## config.mk

```make
export PLATFORM = sky130hd
export DESIGN_NAME = vrf_read_pipe_mc
export DESIGN_NICKNAME = d
export VERILOG_FILES = /design/src/rtl/vrf_read_pkg.sv /design/src/rtl/vrf_read_data_queue.sv /design/src/rtl/vrf_read_pipe_mc.sv
export SDC_FILE = /design/constraint.sdc
export NUM_CORES = 1
export LEC_CHECK = 0
export ABC_AREA = 1
export BUFFER_PORTS_ARGS = -buffer_cell sky130_fd_sc_hd__buf_2
export CAP_MARGIN = 40
export CORE_MARGIN = 1.5
export CORE_UTILIZATION = 57
export DETAILED_ROUTE_END_ITERATION = 6
export PLACE_DENSITY = 0.83
export SLEW_MARGIN = 20
export SYNTH_ARGS = -nofsm -noshare
export SYNTH_HDL_FRONTEND = slang
export SYNTH_SLANG_ARGS = --single-unit
```

## constraint.sdc

```tcl
create_clock -name clock -period 4.6 [get_ports clock]
set_input_delay 0.23 -clock clock [delete_from_list [all_inputs] [get_ports clock]]
set_output_delay 0.23 -clock clock [all_outputs]
set_load 0.03 [all_outputs]
```

## src/rtl/vrf_read_pkg.sv

```systemverilog
// vrf_read_pkg: shared request struct and field widths for the VRF read pipe.
package vrf_read_pkg;
  localparam int VS_W      = 5;
  localparam int OFF_W     = 5;
  localparam int SRC_W     = 2;
  localparam int ENQ_SRC_W = 4;
  localparam int IDX_W     = 3;
  typedef struct packed {
    logic [VS_W-1:0]  vs;
    logic [OFF_W-1:0] offset;
    logic [SRC_W-1:0] read_source;
    logic [IDX_W-1:0] instruction_index;
  } vrf_req_t;
endpackage

```

## src/rtl/vrf_read_data_queue.sv

```systemverilog
// vrf_read_data_queue: per-channel read-data FIFO, no empty bypass, reports occupancy.
module vrf_read_data_queue #(
  parameter int DATA_W = 32,
  parameter int DEPTH  = 4
) (
  input  logic                     clock,
  input  logic                     reset,
  input  logic                     push,
  input  logic [DATA_W-1:0]        push_data,
  output logic                     deq_valid,
  input  logic                     deq_ready,
  output logic [DATA_W-1:0]        deq_bits,
  output logic [$clog2(DEPTH):0]   count,
  output logic                     overflow
);
  localparam int AW = $clog2(DEPTH);
  localparam int CW = AW + 1;
  logic [DATA_W-1:0] mem_q [DEPTH];
  logic [AW-1:0] wp_q, wp_d, rp_q, rp_d;
  logic [CW-1:0] cnt_q, cnt_d;
  logic pop, wr;
  always_comb begin
    pop = deq_ready && cnt_q != '0;
    wr = push && (int'(cnt_q) != DEPTH || pop);
    overflow = push && !wr;
    wp_d = wp_q + AW'(wr);
    rp_d = rp_q + AW'(pop);
    cnt_d = cnt_q + CW'(wr) - CW'(pop);
    deq_valid = cnt_q != '0;
    deq_bits = mem_q[rp_q];
    count = cnt_q;
  end
  always_ff @(posedge clock) begin
    if (reset) begin
      wp_q <= '0;
      rp_q <= '0;
      cnt_q <= '0;
    end else begin
      wp_q <= wp_d;
      rp_q <= rp_d;
      cnt_q <= cnt_d;
    end
  end
  always_ff @(posedge clock) begin
    if (wr) mem_q[wp_q] <= push_data;
  end
endmodule

```

## src/rtl/vrf_read_pipe_mc.sv

```systemverilog
// vrf_read_pipe_mc: credit-based round-robin VRF read arbiter with fixed-latency return pipe
// and per-channel data queues.
module vrf_read_pipe_mc
  import vrf_read_pkg::*;
#(
  parameter int NUM_CH  = 2,
  parameter int DATA_W  = 32,
  parameter int LATENCY = 2,
  parameter int DEPTH   = 4
) (
  input  logic                        clock,
  input  logic                        reset,
  input  logic [NUM_CH-1:0]           enq_valid,
  output logic [NUM_CH-1:0]           enq_ready,
  input  logic [VS_W*NUM_CH-1:0]      enq_vs,
  input  logic [OFF_W*NUM_CH-1:0]     enq_offset,
  input  logic [ENQ_SRC_W*NUM_CH-1:0] enq_read_source,
  input  logic [IDX_W*NUM_CH-1:0]     enq_instruction_index,
  output logic                        req_valid,
  input  logic                        req_ready,
  output logic [VS_W-1:0]             req_vs,
  output logic [OFF_W-1:0]            req_offset,
  output logic [SRC_W-1:0]            req_read_source,
  output logic [IDX_W-1:0]            req_instruction_index,
  input  logic [DATA_W-1:0]           vrf_rd_result,
  output logic [NUM_CH-1:0]           deq_valid,
  input  logic [NUM_CH-1:0]           deq_ready,
  output logic [DATA_W*NUM_CH-1:0]    deq_bits,
  output logic                        overflow_err
);
  localparam int CH_W = NUM_CH > 1 ? $clog2(NUM_CH) : 1;
  localparam int CW   = $clog2(DEPTH) + 1;
  vrf_req_t reqs [NUM_CH];
  vrf_req_t req;
  logic [NUM_CH-1:0] elig, ovf;
  logic [CW-1:0] occ [NUM_CH];
  logic [CW-1:0] inf_q [NUM_CH];
  logic [CW-1:0] inf_d [NUM_CH];
  logic [CH_W-1:0] rr_q, rr_d, gnt;
  logic [LATENCY-1:0] pv_q, pv_d;
  logic [CH_W-1:0] pid_q [LATENCY];
  logic [CH_W-1:0] pid_d [LATENCY];
  logic fire, pipe_out, overflow_err_q, overflow_err_d, src_unused;
  int best;
  assign src_unused = ^enq_read_source;
  // rr_q holds the first channel to search; a channel needs a free slot counting in-flight reads
  always_comb begin
    best = NUM_CH;
    gnt = '0;
    for (int c = 0; c < NUM_CH; c++) begin
      reqs[c] = '{vs: enq_vs[c*VS_W +: VS_W], offset: enq_offset[c*OFF_W +: OFF_W],
                  read_source: enq_read_source[c*ENQ_SRC_W +: SRC_W],
                  instruction_index: enq_instruction_index[c*IDX_W +: IDX_W]};
      elig[c] = enq_valid[c] && (int'(occ[c]) + int'(inf_q[c]) < DEPTH);
      if (elig[c] && (c + NUM_CH - int'(rr_q)) % NUM_CH < best) begin
        best = (c + NUM_CH - int'(rr_q)) % NUM_CH;
        gnt = CH_W'(c);
      end
    end
    req = reqs[gnt];
    req_valid = |elig;
    fire = req_valid && req_ready;
    for (int c = 0; c < NUM_CH; c++) enq_ready[c] = req_ready && elig[c] && gnt == CH_W'(c);
    rr_d = fire ? (int'(gnt) == NUM_CH - 1 ? '0 : gnt + CH_W'(1)) : rr_q;
  end
  assign req_vs = req.vs;
  assign req_offset = req.offset;
  assign req_read_source = req.read_source;
  assign req_instruction_index = req.instruction_index;
  always_comb begin
    pv_d[0] = fire;
    pid_d[0] = gnt;
    for (int s = 1; s < LATENCY; s++) begin
      pv_d[s] = pv_q[s-1];
      pid_d[s] = pid_q[s-1];
    end
    pipe_out = pv_q[LATENCY-1];
    for (int c = 0; c < NUM_CH; c++)
      inf_d[c] = inf_q[c] + CW'(fire && gnt == CH_W'(c))
                 - CW'(pipe_out && pid_q[LATENCY-1] == CH_W'(c));
    overflow_err_d = overflow_err_q || |ovf;
  end
  always_ff @(posedge clock) begin
    if (reset) begin
      pv_q <= '0;
      rr_q <= '0;
      inf_q <= '{default: '0};
      overflow_err_q <= 1'b0;
    end else begin
      pv_q <= pv_d;
      rr_q <= rr_d;
      inf_q <= inf_d;
      overflow_err_q <= overflow_err_d;
    end
    pid_q <= pid_d;
  end
  assign overflow_err = overflow_err_q;
  for (genvar g = 0; g < NUM_CH; g++) begin : g_q
    vrf_read_data_queue #(.DATA_W(DATA_W), .DEPTH(DEPTH)) u_q (
      .clock     (clock),
      .reset     (reset),
      .push      (pipe_out && pid_q[LATENCY-1] == CH_W'(g)),
      .push_data (vrf_rd_result),
      .deq_valid (deq_valid[g]),
      .deq_ready (deq_ready[g]),
      .deq_bits  (deq_bits[g*DATA_W +: DATA_W]),
      .count     (occ[g]),
      .overflow  (ovf[g])
    );
  end
endmodule
```

==> results.md <==
* Cells after Synth at ~840
* HP Class: primary input to flop
* Nets at around 1.1k
* Clk slew on worst S/H paths at ~0.060 ns
* Pleak at about 5 nW
* CTS buffer count at 27
* Synth cell types at 26
* Critical-path maximum fanout at 18
* Die H at between 100 and 150 µm
* Top cell type's share of synthesized area at a little over two thirds
* Final setup vio count at 0
* Layout cell share with drive strength beyond 1 at around 22%
* Most common cell after layout, fill and taps aside: edfxtp_1
* Antenna violations before repair at 0
* First-pass DRT Iterations at 5
* CP Class: flop to flop
* Flop and latch count out of synthesis at between 200 and 300
* Setup TNS at 0 ns
* GR Layer Usage met2 at approximately 40%
* Crit path cell chain: ha_1 > inv_1 > nand2_1 > nor2_1 > nand3_1 > nand2_4 > nand2_1 > ha_1 > inv_1 > ha_1 > fa_1 > or2_2 > a21oi_1
* Port Buffers at between 150 and 200
* Maximum vdd drop at around 0.4 mV
* Placed wire-length estimate at approximately 14000 µm
* CP Launch Type: flop
* Critical-path top delay cell: dfxtp_1
* Critical Path AT at between 3 and 4 ns
* DR DRC count at 0
* Wirelength, routed at about 23000 µm
* Row Count at 50
* Outcome: complete, no violations
* CP required at a little over 5 ns
* Core footprint at between 15000 and 20000 µm²
* Final Instance Area at around 13000 µm²
* DP Cell Count at 1206
* Final hold violation count at 0
* RSZ-0062 raised after global routing: false
* Setup Buffers After CTS at 0
* Max_cap viols at 0
* DP Area at between 10000 and 15000 µm²
* Post-Layout Cell Count at about 1.3k
* Critical path endpoint category: flop
* RePlAce Congestion at roughly 0.75
* Met3 usage at between 3 and 4%
* Clock sinks at between 200 and 300
* Pwr Density at about 570 nW/µm²
* Peak Freq at about 370 MHz
* Worst path max stage delay at ~0.4 ns
* Via count at just over 7k
* Root Driver: clkbuf_16
* Largest net degree at the start of global routing at 66
* Via-to-Cell Ratio at around 5.6
* Die Wd at 141.8 µm
* Gr usage total at between 20% and 30%
* Wirelength per Cell at between 15 and 20 µm
* Crit path top cell by count: ha_1
* Sequential share of the synthesized area at approximately three quarters
* First-pass GRT wire length at about 36000 µm
* CTS tree: yes
* Grt peak-use layer: met2
* CTS H-tree depth at 1
* Max Transition Viols Final at 0
* Min Tclk post-route at approximately 2.7 ns
* Mapped Area at about 11000 µm²
* Most frequent cells in the layout: edfxtp_1 (256), nor2_1 (156), buf_2 (153), o21ai_0 (126), o22ai_1 (64)
* Area added between synthesis and finish at 20.03%
* Synth Warn # at 0
* Power Total at about 0.0075 W
* Antenna diode count at 0
* CTS max path bufs at 3
* Met1 Track Usage GR at between 20% and 30%
* Fillcell total at ~1.2k
* Synth top area cells: edfxtp_1 (70%), o21ai_0 (5.7%), nor2_1 (5.3%)
* GRT Residual Overflow at 0
* Drt first-iter violations at about 540
* Worst slew pin tran at roughly 0.66 ns
* Cell taking the most area after synthesis: edfxtp_1
* Number of routed nets with antenna violations at 0
* Clk_lat worst skew at between 0.5 and 0.6 ns
* Ports at around 160
* Slew headroom at between 50% and 60%
* Effective utilization at floorplan at about 60%
* Die area at 20100 µm²
* Clock Skews at around 0.014 ns
* Synth Net Count at about 940
* Final Cycle Share at 58.66%
* Number of global-route vias before repair at 7074
* Syn avg cell area at ~13 µm²
[metal layers]
metal / up-vias / part of all wire [%]
met5: - / 0
li1: 3393 / -
met2: 396 / 50
met4: 0 / 2.6
met3: 50 / 8.4
met1: 3359 / 39
[cell families after synthesis]
group / Yosys count / synth area share (%)
compound gates: 203 / 9.984
xor+xnor: 8 / 0.6383
fa+ha+maj: 20 / 2.553
buf+inv: 97 / 3.784
flops: 282 / 74.77
simple gates: 233 / 8.274
[critical path, delay by kind of cell (launching register included)]
kind / cells / cell delay [ns]
buffers and inverters: 2 / 0.10
flip-flops: 1 / 0.40
AND/OR/NAND/NOR: 6 / 0.90
AO/OA/AOI/OAI: 1 / 0.12
adder cells (fa/ha/maj): 4 / 1.13
[what timing repair did]
action | 4_1_cts | 5_1_grt
endpoints found under the hold margin | 193 | 0
hold buffers | 26 | 0
resized for setup | 0 | 0
[final timing paths]
check,cells past startpoint,end,slack (ns),from
setup / recovery,13,inf_q[5],1.90,g_q[0].u_q.count[2]
hold / removal,1,g_q[0].u_q.mem_q[3][27],0.02,vrf_rd_result[27]
setup reg to reg,13,inf_q[5],1.90,g_q[0].u_q.count[2]
hold reg to reg,0,pid_q[0],0.34,pid_d[0]
[cell usage after synthesis, drive strengths merged]
library cell and n:
edfxtp 256, nor2 156, o21ai 132, o22ai 64, nand2 59, inv 53
buf 27, dfxtp 26, clkbuf 17, ha 16, nor3 8, a21oi 7
nand3 7, xnor2 6, fa 4, or2 2, xor2 2, nand4 1
[where the power goes]
part | internal (W) | switching, W | total (W) | leakage [nW]
registers | 0.00290 | 0.0000620 | 0.00296 | 2.52
clock network | 0.00118 | 0.000901 | 0.00208 | 0.404
logic | 0.000696 | 0.00180 | 0.00249 | 2.02
total | 0.00478 | 0.00276 | 0.00754 | 4.94
[registers in the layout (all words and copies together), names as in the netlist]
signal and flops:
g_q.u_q.count 6, g_q.u_q.mem_q 256, g_q.u_q.rp_q 4, g_q.u_q.wp_q 4, inf_q 6, overflow_err 1
pid_d 1, pid_q 1, pv_q 2, rr_q 1
[metrics by stage]
step	setup WS, ns	hold WS, ns	util [%]
CTS	1.909	0.002904	70.21
finish	1.901	0.01667	70.21
global route	1.708	0.008773	70.21
global placement	2.030	0.3218	63.74
floorplan	1.276	0.2991	-
detailed placement	1.935	0.3220	64.41
[layout make-up]
class	instances	area, µm²	share of cell area [%]
clock buffers	28	679.4	5.156
well taps	234	292.8	2.222
flip-flops and latches	282	8210	62.31
multi-input cells	464	2395	18.17
inverters	53	201.4	1.529
clock inverters	18	148.9	1.130
repair buffers	199	1249	9.477
(Power assumes the default switching activity.)
